[config.mk]
export PLATFORM = sky130hd
export DESIGN_NAME = count_day
export DESIGN_NICKNAME = d
export VERILOG_FILES = /design/src/rtl/count_day.sv
export SDC_FILE = /design/constraint.sdc
export NUM_CORES = 1
export LEC_CHECK = 0
export CAP_MARGIN = 30
export CORE_AREA = 2 2 58 60
export DETAILED_ROUTE_END_ITERATION = 10
export DIE_AREA = 0 0 60 62
export PLACE_DENSITY_LB_ADDON = 0.3
export SYNTH_ARGS = -nofsm -noshare
export SYNTH_HDL_FRONTEND = slang
export SYNTH_SLANG_ARGS = --single-unit
[constraint.sdc]
create_clock -name clk -period 4.4 [get_ports clk]
set_input_delay 0.66 -clock clk [delete_from_list [all_inputs] [get_ports clk]]
set_output_delay 0.66 -clock clk [all_outputs]
set_load 0.005 [all_outputs]
[src/rtl/count_day.sv]
// Day-of-month counter (BCD 01..31) for the century clock. Advances on the daily
// carry, clamps to the current month length and emits the month-advance pulse.
module count_day #(
  parameter int MAX_DISPLAY_UNIT = 4,
  parameter int MAX_DISPLAY_TEN  = 2
) (
  input  logic                        clk,
  input  logic                        rst_n,
  input  logic                        en_dy,
  input  logic                        set_mode,
  input  logic                        up,
  input  logic                        down,
  input  logic                        T,
  input  logic                        TO,
  input  logic                        TN,
  input  logic                        leap,
  output logic [MAX_DISPLAY_UNIT-1:0] day_unit,
  output logic [MAX_DISPLAY_TEN-1:0]  day_ten,
  output logic                        pulse_dy
);

  logic [MAX_DISPLAY_UNIT-1:0] r_unit;
  logic [MAX_DISPLAY_TEN-1:0]  r_ten;
  logic [MAX_DISPLAY_UNIT-1:0] w_nextUnit;
  logic [MAX_DISPLAY_TEN-1:0]  w_nextTen;
  logic [MAX_DISPLAY_UNIT-1:0] w_lenUnit;
  logic [MAX_DISPLAY_TEN-1:0]  w_lenTen;
  logic [MAX_DISPLAY_UNIT-1:0] w_incUnit;
  logic [MAX_DISPLAY_TEN-1:0]  w_incTen;
  logic [MAX_DISPLAY_UNIT-1:0] w_decUnit;
  logic [MAX_DISPLAY_TEN-1:0]  w_decTen;
  logic                        w_tenBad;
  logic                        w_valid;
  logic                        w_atMax;
  logic                        w_overLen;

  // Anything other than a clean one-hot month class is treated as a 31-day month.
  always_comb begin
    w_lenTen  = MAX_DISPLAY_TEN'(3);
    w_lenUnit = MAX_DISPLAY_UNIT'(1);
    unique case ({T, TO, TN})
      3'b010:  w_lenUnit = MAX_DISPLAY_UNIT'(0);
      3'b001: begin
        w_lenTen  = MAX_DISPLAY_TEN'(2);
        w_lenUnit = leap ? MAX_DISPLAY_UNIT'(9) : MAX_DISPLAY_UNIT'(8);
      end
      default: ;
    endcase
  end

  generate
    if (MAX_DISPLAY_TEN > 2) begin : g_tenCheck
      assign w_tenBad = (r_ten > MAX_DISPLAY_TEN'(3));
    end else begin : g_tenNoCheck
      assign w_tenBad = 1'b0;
    end
  endgenerate

  assign w_valid   = (r_unit <= MAX_DISPLAY_UNIT'(9)) && !w_tenBad &&
                     !((r_unit == '0) && (r_ten == '0));
  assign w_atMax   = (r_ten == w_lenTen) && (r_unit == w_lenUnit);
  assign w_overLen = (r_ten > w_lenTen) || ((r_ten == w_lenTen) && (r_unit > w_lenUnit));

  assign w_incUnit = (r_unit == MAX_DISPLAY_UNIT'(9)) ? '0 : r_unit + MAX_DISPLAY_UNIT'(1);
  assign w_incTen  = (r_unit == MAX_DISPLAY_UNIT'(9)) ? r_ten + MAX_DISPLAY_TEN'(1) : r_ten;
  assign w_decUnit = (r_unit == '0) ? MAX_DISPLAY_UNIT'(9) : r_unit - MAX_DISPLAY_UNIT'(1);
  assign w_decTen  = (r_unit == '0) ? r_ten - MAX_DISPLAY_TEN'(1) : r_ten;

  // Repair and clamp take precedence over setting and advancing.
  always_comb begin
    w_nextUnit = r_unit;
    w_nextTen  = r_ten;
    if (!w_valid) begin
      w_nextUnit = MAX_DISPLAY_UNIT'(1);
      w_nextTen  = '0;
    end else if (w_overLen) begin
      w_nextUnit = w_lenUnit;
      w_nextTen  = w_lenTen;
    end else if (set_mode) begin
      if (up && !down) begin
        if (w_atMax) begin
          w_nextUnit = MAX_DISPLAY_UNIT'(1);
          w_nextTen  = '0;
        end else begin
          w_nextUnit = w_incUnit;
          w_nextTen  = w_incTen;
        end
      end else if (down && !up) begin
        if ((r_ten == '0) && (r_unit == MAX_DISPLAY_UNIT'(1))) begin
          w_nextUnit = w_lenUnit;
          w_nextTen  = w_lenTen;
        end else begin
          w_nextUnit = w_decUnit;
          w_nextTen  = w_decTen;
        end
      end
    end else if (en_dy) begin
      if (w_atMax) begin
        w_nextUnit = MAX_DISPLAY_UNIT'(1);
        w_nextTen  = '0;
      end else begin
        w_nextUnit = w_incUnit;
        w_nextTen  = w_incTen;
      end
    end
  end

  always_ff @(posedge clk or negedge rst_n) begin
    if (!rst_n) begin
      r_unit <= MAX_DISPLAY_UNIT'(1);
      r_ten  <= '0;
    end else begin
      r_unit <= w_nextUnit;
      r_ten  <= w_nextTen;
    end
  end

  assign day_unit = r_unit;
  assign day_ten  = r_ten;
  assign pulse_dy = en_dy && !set_mode && w_atMax && w_valid && !w_overLen;

endmodule
==> results.cfg, run 1 <==
[worst_setup_path]
reg2reg_depth = 7
cpLargestDelayFamily = simple AND/OR/NAND/NOR gates
critPathMaxFanout = 6
critical_path_buf_inv_count = 3
slowest_stage = clkdlybuf4s50_1
critical_path.endpoint_type = primary output
timing.rr.start = day_unit[0]
cp.depth = 10
rrSetupSlack_ps = 2030
critPathArrivalTime_ps = 3400
start_kind = input pin
max_stage_delay_ps = 560
path_class = input pin to primary output
path_cells = clkdlybuf4s50_1 -> nor3b_2 -> inv_1 -> ha_1 -> and2_1 -> o211ai_2 -> nand3_1 -> nand2_1 -> nor4bb_1 -> clkdlybuf4s50_1
path_common_cell = clkdlybuf4s50_1
crit_end = pulse_dy
crit_start = TN
required_ps = 3740
reg2reg_to = day_unit[3]

[drt]
vias_per_cell = 5.56
vias = 906
wl_per_cell_um = 14.0
drt-initial-drc-count = 40
drc = 0
wl_mm = 2.28
dr.pass1.iters = 4
ant_nets = 0

[clocking]
cts.sinks = 6
path_clk_slew_ps = 50
clk_latency_ps = 250
h-tree-depth = 1
tritoncts = yes
cts_buffers = 3
cts_hold_buf = 0
postCtsResizedCells = 0
post_cts_buffers = 0
cts-root-buf = clkbuf_4
clockBufferDepth = 2

[logic_synthesis]
yosys.area.top_type = dfrtp_1
netlist_instances = 106
ys_ff_latch = 6
synth.distinct_cells = 49
synth-async-reset-ratio = 1.00
synth_seq_area_share = 0.169
yosysWarnings = 0
netlist_area_sq_um = 897
syn_nets = 120
synth_edf_count = 0
synth_ff_type = dfrtp_1
synth_area_leaders = dfrtp_1, ha_1, a2111oi_2
yosys.area.top_type_share = 0.139
syn_avg_cell_area_sq_um = 8.46

[pwr]
powerDensity_nw_per_um2 = 663
p_leak_uw = 0.000390
finalPower_uw = 710
vdd_ir_drop_max_v = 0.000196

[finish]
antennaDiodeCount = 0
seqCellArea_sq_um = 151
nFillCells = 333
multiInputGateArea_sq_um = 653
drive_above_1_share = 0.154
fin_nets = 132
syn_to_final_growth_pct = 19.4

[sta]
fin_crit_ps = 4060
clock.fmax_ghz = 0.246
holdWs_ps = 633
hold_viol = 0
rsz0062_at_grt = no
fin_skew_ps = 3.80
post-route-period-util = 0.923
setup-violations-final = 0
final_max_slew_viol_count = 0
slew_headroom = 0.605
tightest_slew_ps = 590
setup_tns_ps = 0

[global_route]
grt_overflow_total = 0
track_usage = 0.140
grt_pass1_vias = 838
antenna_found_initial = 0
grt_max_degree = 16
grt_pass1_wl_mm = 3.90

[floorplanning]
io_pins = 17
die_y_um = 62
coreArea_sq_um = 3180
start_util = 0.282
rows = 21
die_w_um = 60
dieArea_sq_um = 3720

[job]
cap_violations = 0

[placement]
place.detailed.hpwl_mm = 1.74
gp_congestion = 0.886
io_buffer_count = 16

[outcome]
outcome = completed

[min_path]
hold_path_class = register to register
[worst min path at each step]
stage	startpoint	end	slack (ps)	depth (start not counted)
6_report	day_ten[0]	day_ten[0]	630	2
5_1_grt	rst_n	day_ten[1]	660	1
4_1_cts	rst_n	day_unit[3]	640	1
3_5_place_dp	day_ten[0]	day_ten[0]	590	2
3_3_place_gp	day_ten[0]	day_ten[0]	580	2
2_1_floorplan	rst_n	day_ten[0]	360	0
[layout by cell type, fill, tap and decap left out, drive strengths merged, types with 4 or more instances in the layout]
| cell | count |
|---|---|
| clkdlybuf4s50 | 16 |
| o21ai | 8 |
| nor2 | 6 |
| nor3 | 6 |
| inv | 6 |
| nand2 | 5 |
| dfrtp | 5 |
| nand3 | 4 |
| a21oi | 4 |
| ha | 4 |
| clkbuf | 4 |
[report_power, final]
part	total (uW)	switching, uW	internal (uW)
registers	159	73.4	85.9
logic	495	262	234
clock network	55.8	21.4	34.4
[tightest hold or removal path, stage by stage (launching register included)]
cell and delay [ps]:
dfrtp_1 380, a32oi_1 100, o21ai_1 100
[area by class of cell]
type / count / share of cell area
clock buffer: 4 / 0.0245
inverter: 6 / 0.0210
multi-input combinational: 85 / 0.610
sequential: 6 / 0.141
tap: 46 / 0.0537
timing repair buffer: 16 / 0.150
[state kept, by name, summed over array words and instances, names as in the netlist]
| signal | cells |
|---|---|
| day_ten | 2 |
| day_unit | 4 |
[kinds of logic (layout without fill, tap and decap cells)]
kind of cell / after synthesis / in the layout / share of synthesized area
flip-flops: 6 / 6 / 0.169
buffers and inverters: 15 / 26 / 0.103
multiplexers: 3 / 3 / 0.0349
AO/OA/AOI/OAI: 38 / 38 / 0.364
AND/OR/NAND/NOR: 39 / 39 / 0.255
adder cells (fa/ha/maj): 4 / 4 / 0.0558
XOR/XNOR: 1 / 1 / 0.0181
[per-layer routing]
layer	track usage	share of wire
met3	0.0145	0.097
met4	0.0635	0
met1	0.188	0.43
met2	0.228	0.47
met5	0	0
[per-stage QoR]
stage               cells   util  cell area (sq um)  setup slack (ps)
floorplan             106      -                897              1600
global placement      159  0.329               1040               457
detailed placement    159  0.329               1040               394
CTS                   163  0.337               1070               369
global route          163  0.337               1070               110
finish                163  0.337               1070               339
Power figures use the tool's default switching activity.
==> run 2, diff against run 1 <==
Settings changed: CORE_AREA 2 2 58 60 to 2 2 51 53, DIE_AREA 0 0 60 62 to 0 0 53 55, TNS_END_PERCENT from default to 5.
==> run 2 against run 1 <==
Compared with the run above: power rose by 0.12%; first-iteration DRC count down 33%; die area fell by 22%; largest power group unchanged; count of clock-buffer cells in the layout stayed put; setup slack better by 40 ps.
==> results.cfg, run 2 (synthesis gave the netlist of run 1 again) <==
[outcome]
outcome = completed

[finish]
syn_to_final_growth_pct = 17.2
antennaDiodeCount = 0
drive_above_1_share = 0.154
fin_cells = 147
fin_nets = 132
final_common_cell = clkdlybuf4s50_1
largest_register_ffs = 4

[drt]
drt-initial-drc-count = 27
vias = 898
ant_nets = 0
drc = 0
dr.pass1.iters = 4
vias_per_cell = 6.11
wl_per_cell_um = 15.0
wl_mm = 2.21

[worst_setup_path]
required_ps = 3740
start_kind = input pin
path_class = input pin to primary output
reg2reg_depth = 7
critical_path.endpoint_type = primary output
critPathMaxFanout = 6
critPathArrivalTime_ps = 3360

[global_route]
track_usage = 0.176
antenna_found_initial = 0
grt_max_degree = 16
grt_overflow_total = 0
grt_pass1_vias = 843
grt_pass1_wl_mm = 3.82

[pwr]
powerDensity_nw_per_um2 = 677
p_leak_uw = 0.000390
vdd_ir_drop_max_v = 0.000339
power_switching_share = 0.501
p_int_uw = 355
pwr-share-comb = 0.699
p_sw_uw = 356
seqPwrFrac = 0.222
clock_power_share = 0.079

[clocking]
clockBufferDepth = 2
cts_buffers = 3
cts.sinks = 6
h-tree-depth = 1
postCtsResizedCells = 0
cts_hold_buf = 0
tritoncts = yes
cts-root-buf = clkbuf_4
path_clk_slew_ps = 40
post_cts_buffers = 0
clk_latency_ps = 250

[sta]
setup_tns_ps = 0
fin_crit_ps = 4020
setup-violations-final = 0
final_max_slew_viol_count = 0
fin_skew_ps = 7.71
tightest_slew_ps = 536
post-route-period-util = 0.914
slew_headroom = 0.641
rsz0062_at_grt = no
clock.fmax_ghz = 0.249
hold_viol = 0

[floorplanning]
die_y_um = 55
io_pins = 17
die_w_um = 53
dieArea_sq_um = 2920
start_util = 0.379
coreArea_sq_um = 2360
rows = 18

[placement]
place.detailed.hpwl_mm = 1.69
dpl.cell_count = 143
gp_congestion = 0.845
io_buffer_count = 16

[min_path]
hold-path-cell-count = 2
hold_path_class = register to register

[job]
cap_violations = 0
run 2: per-stage QoR:
step                 util  hold WS (ps)  setup slack, ps  power (uW)  area (sq um)
finish              0.444           644              380         711          1050
global route        0.444           656              211         781          1050
CTS                 0.444           646              404         710          1050
detailed placement  0.433           634              436         648          1020
global placement    0.433           605              482         641          1020
floorplan               -           364             1600         532           897
run 2: final timing paths:
kind                             start     endpoint  slack [ps]
min in group asynchronous        rst_n  day_unit[3]         650
max                                 TN     pulse_dy         380
max reg2reg                day_unit[0]  day_unit[3]        2080
max in group asynchronous        rst_n  day_unit[0]        3480
min reg2reg                 day_ten[0]   day_ten[0]         640
min                         day_ten[0]   day_ten[0]         640
run 2: routing by layer:
| metal | vias to the layer above | part of all wire | global-route usage |
|---|---|---|---|
| met5 | - | 0 | 0 |
| met4 | 0 | 0.0072 | 0.0598 |
| met3 | 2 | 0.086 | 0.00806 |
| met2 | 51 | 0.47 | 0.285 |
| met1 | 414 | 0.43 | 0.249 |
| li1 | 431 | - | - |
run 2: power groups by stage:
stage	clock network (uW)	registers, uW	logic, uW
floorplan	0	106	426
global placement	0	156	485
detailed placement	0	156	491
CTS	59.5	157	493
global route	63.6	166	552
finish	56.5	158	497
run 2: worst max-delay path, stage by stage:
cell and delay, ps:
clkdlybuf4s50_1 480, nor3b_2 340, inv_1 110, ha_1 330, and2_1 150, o211ai_2 110
nand3_1 190, nand2_1 140, nor4bb_1 300, clkdlybuf4s50_1 550
run 2: layout make-up:
type | instances | area [sq um]
tap | 30 | 37.5
clock buffer | 4 | 26.3
inverter | 6 | 22.5
multi-input combinational | 85 | 653
timing repair buffer | 16 | 160
fill | 242 | 1310
sequential | 6 | 151
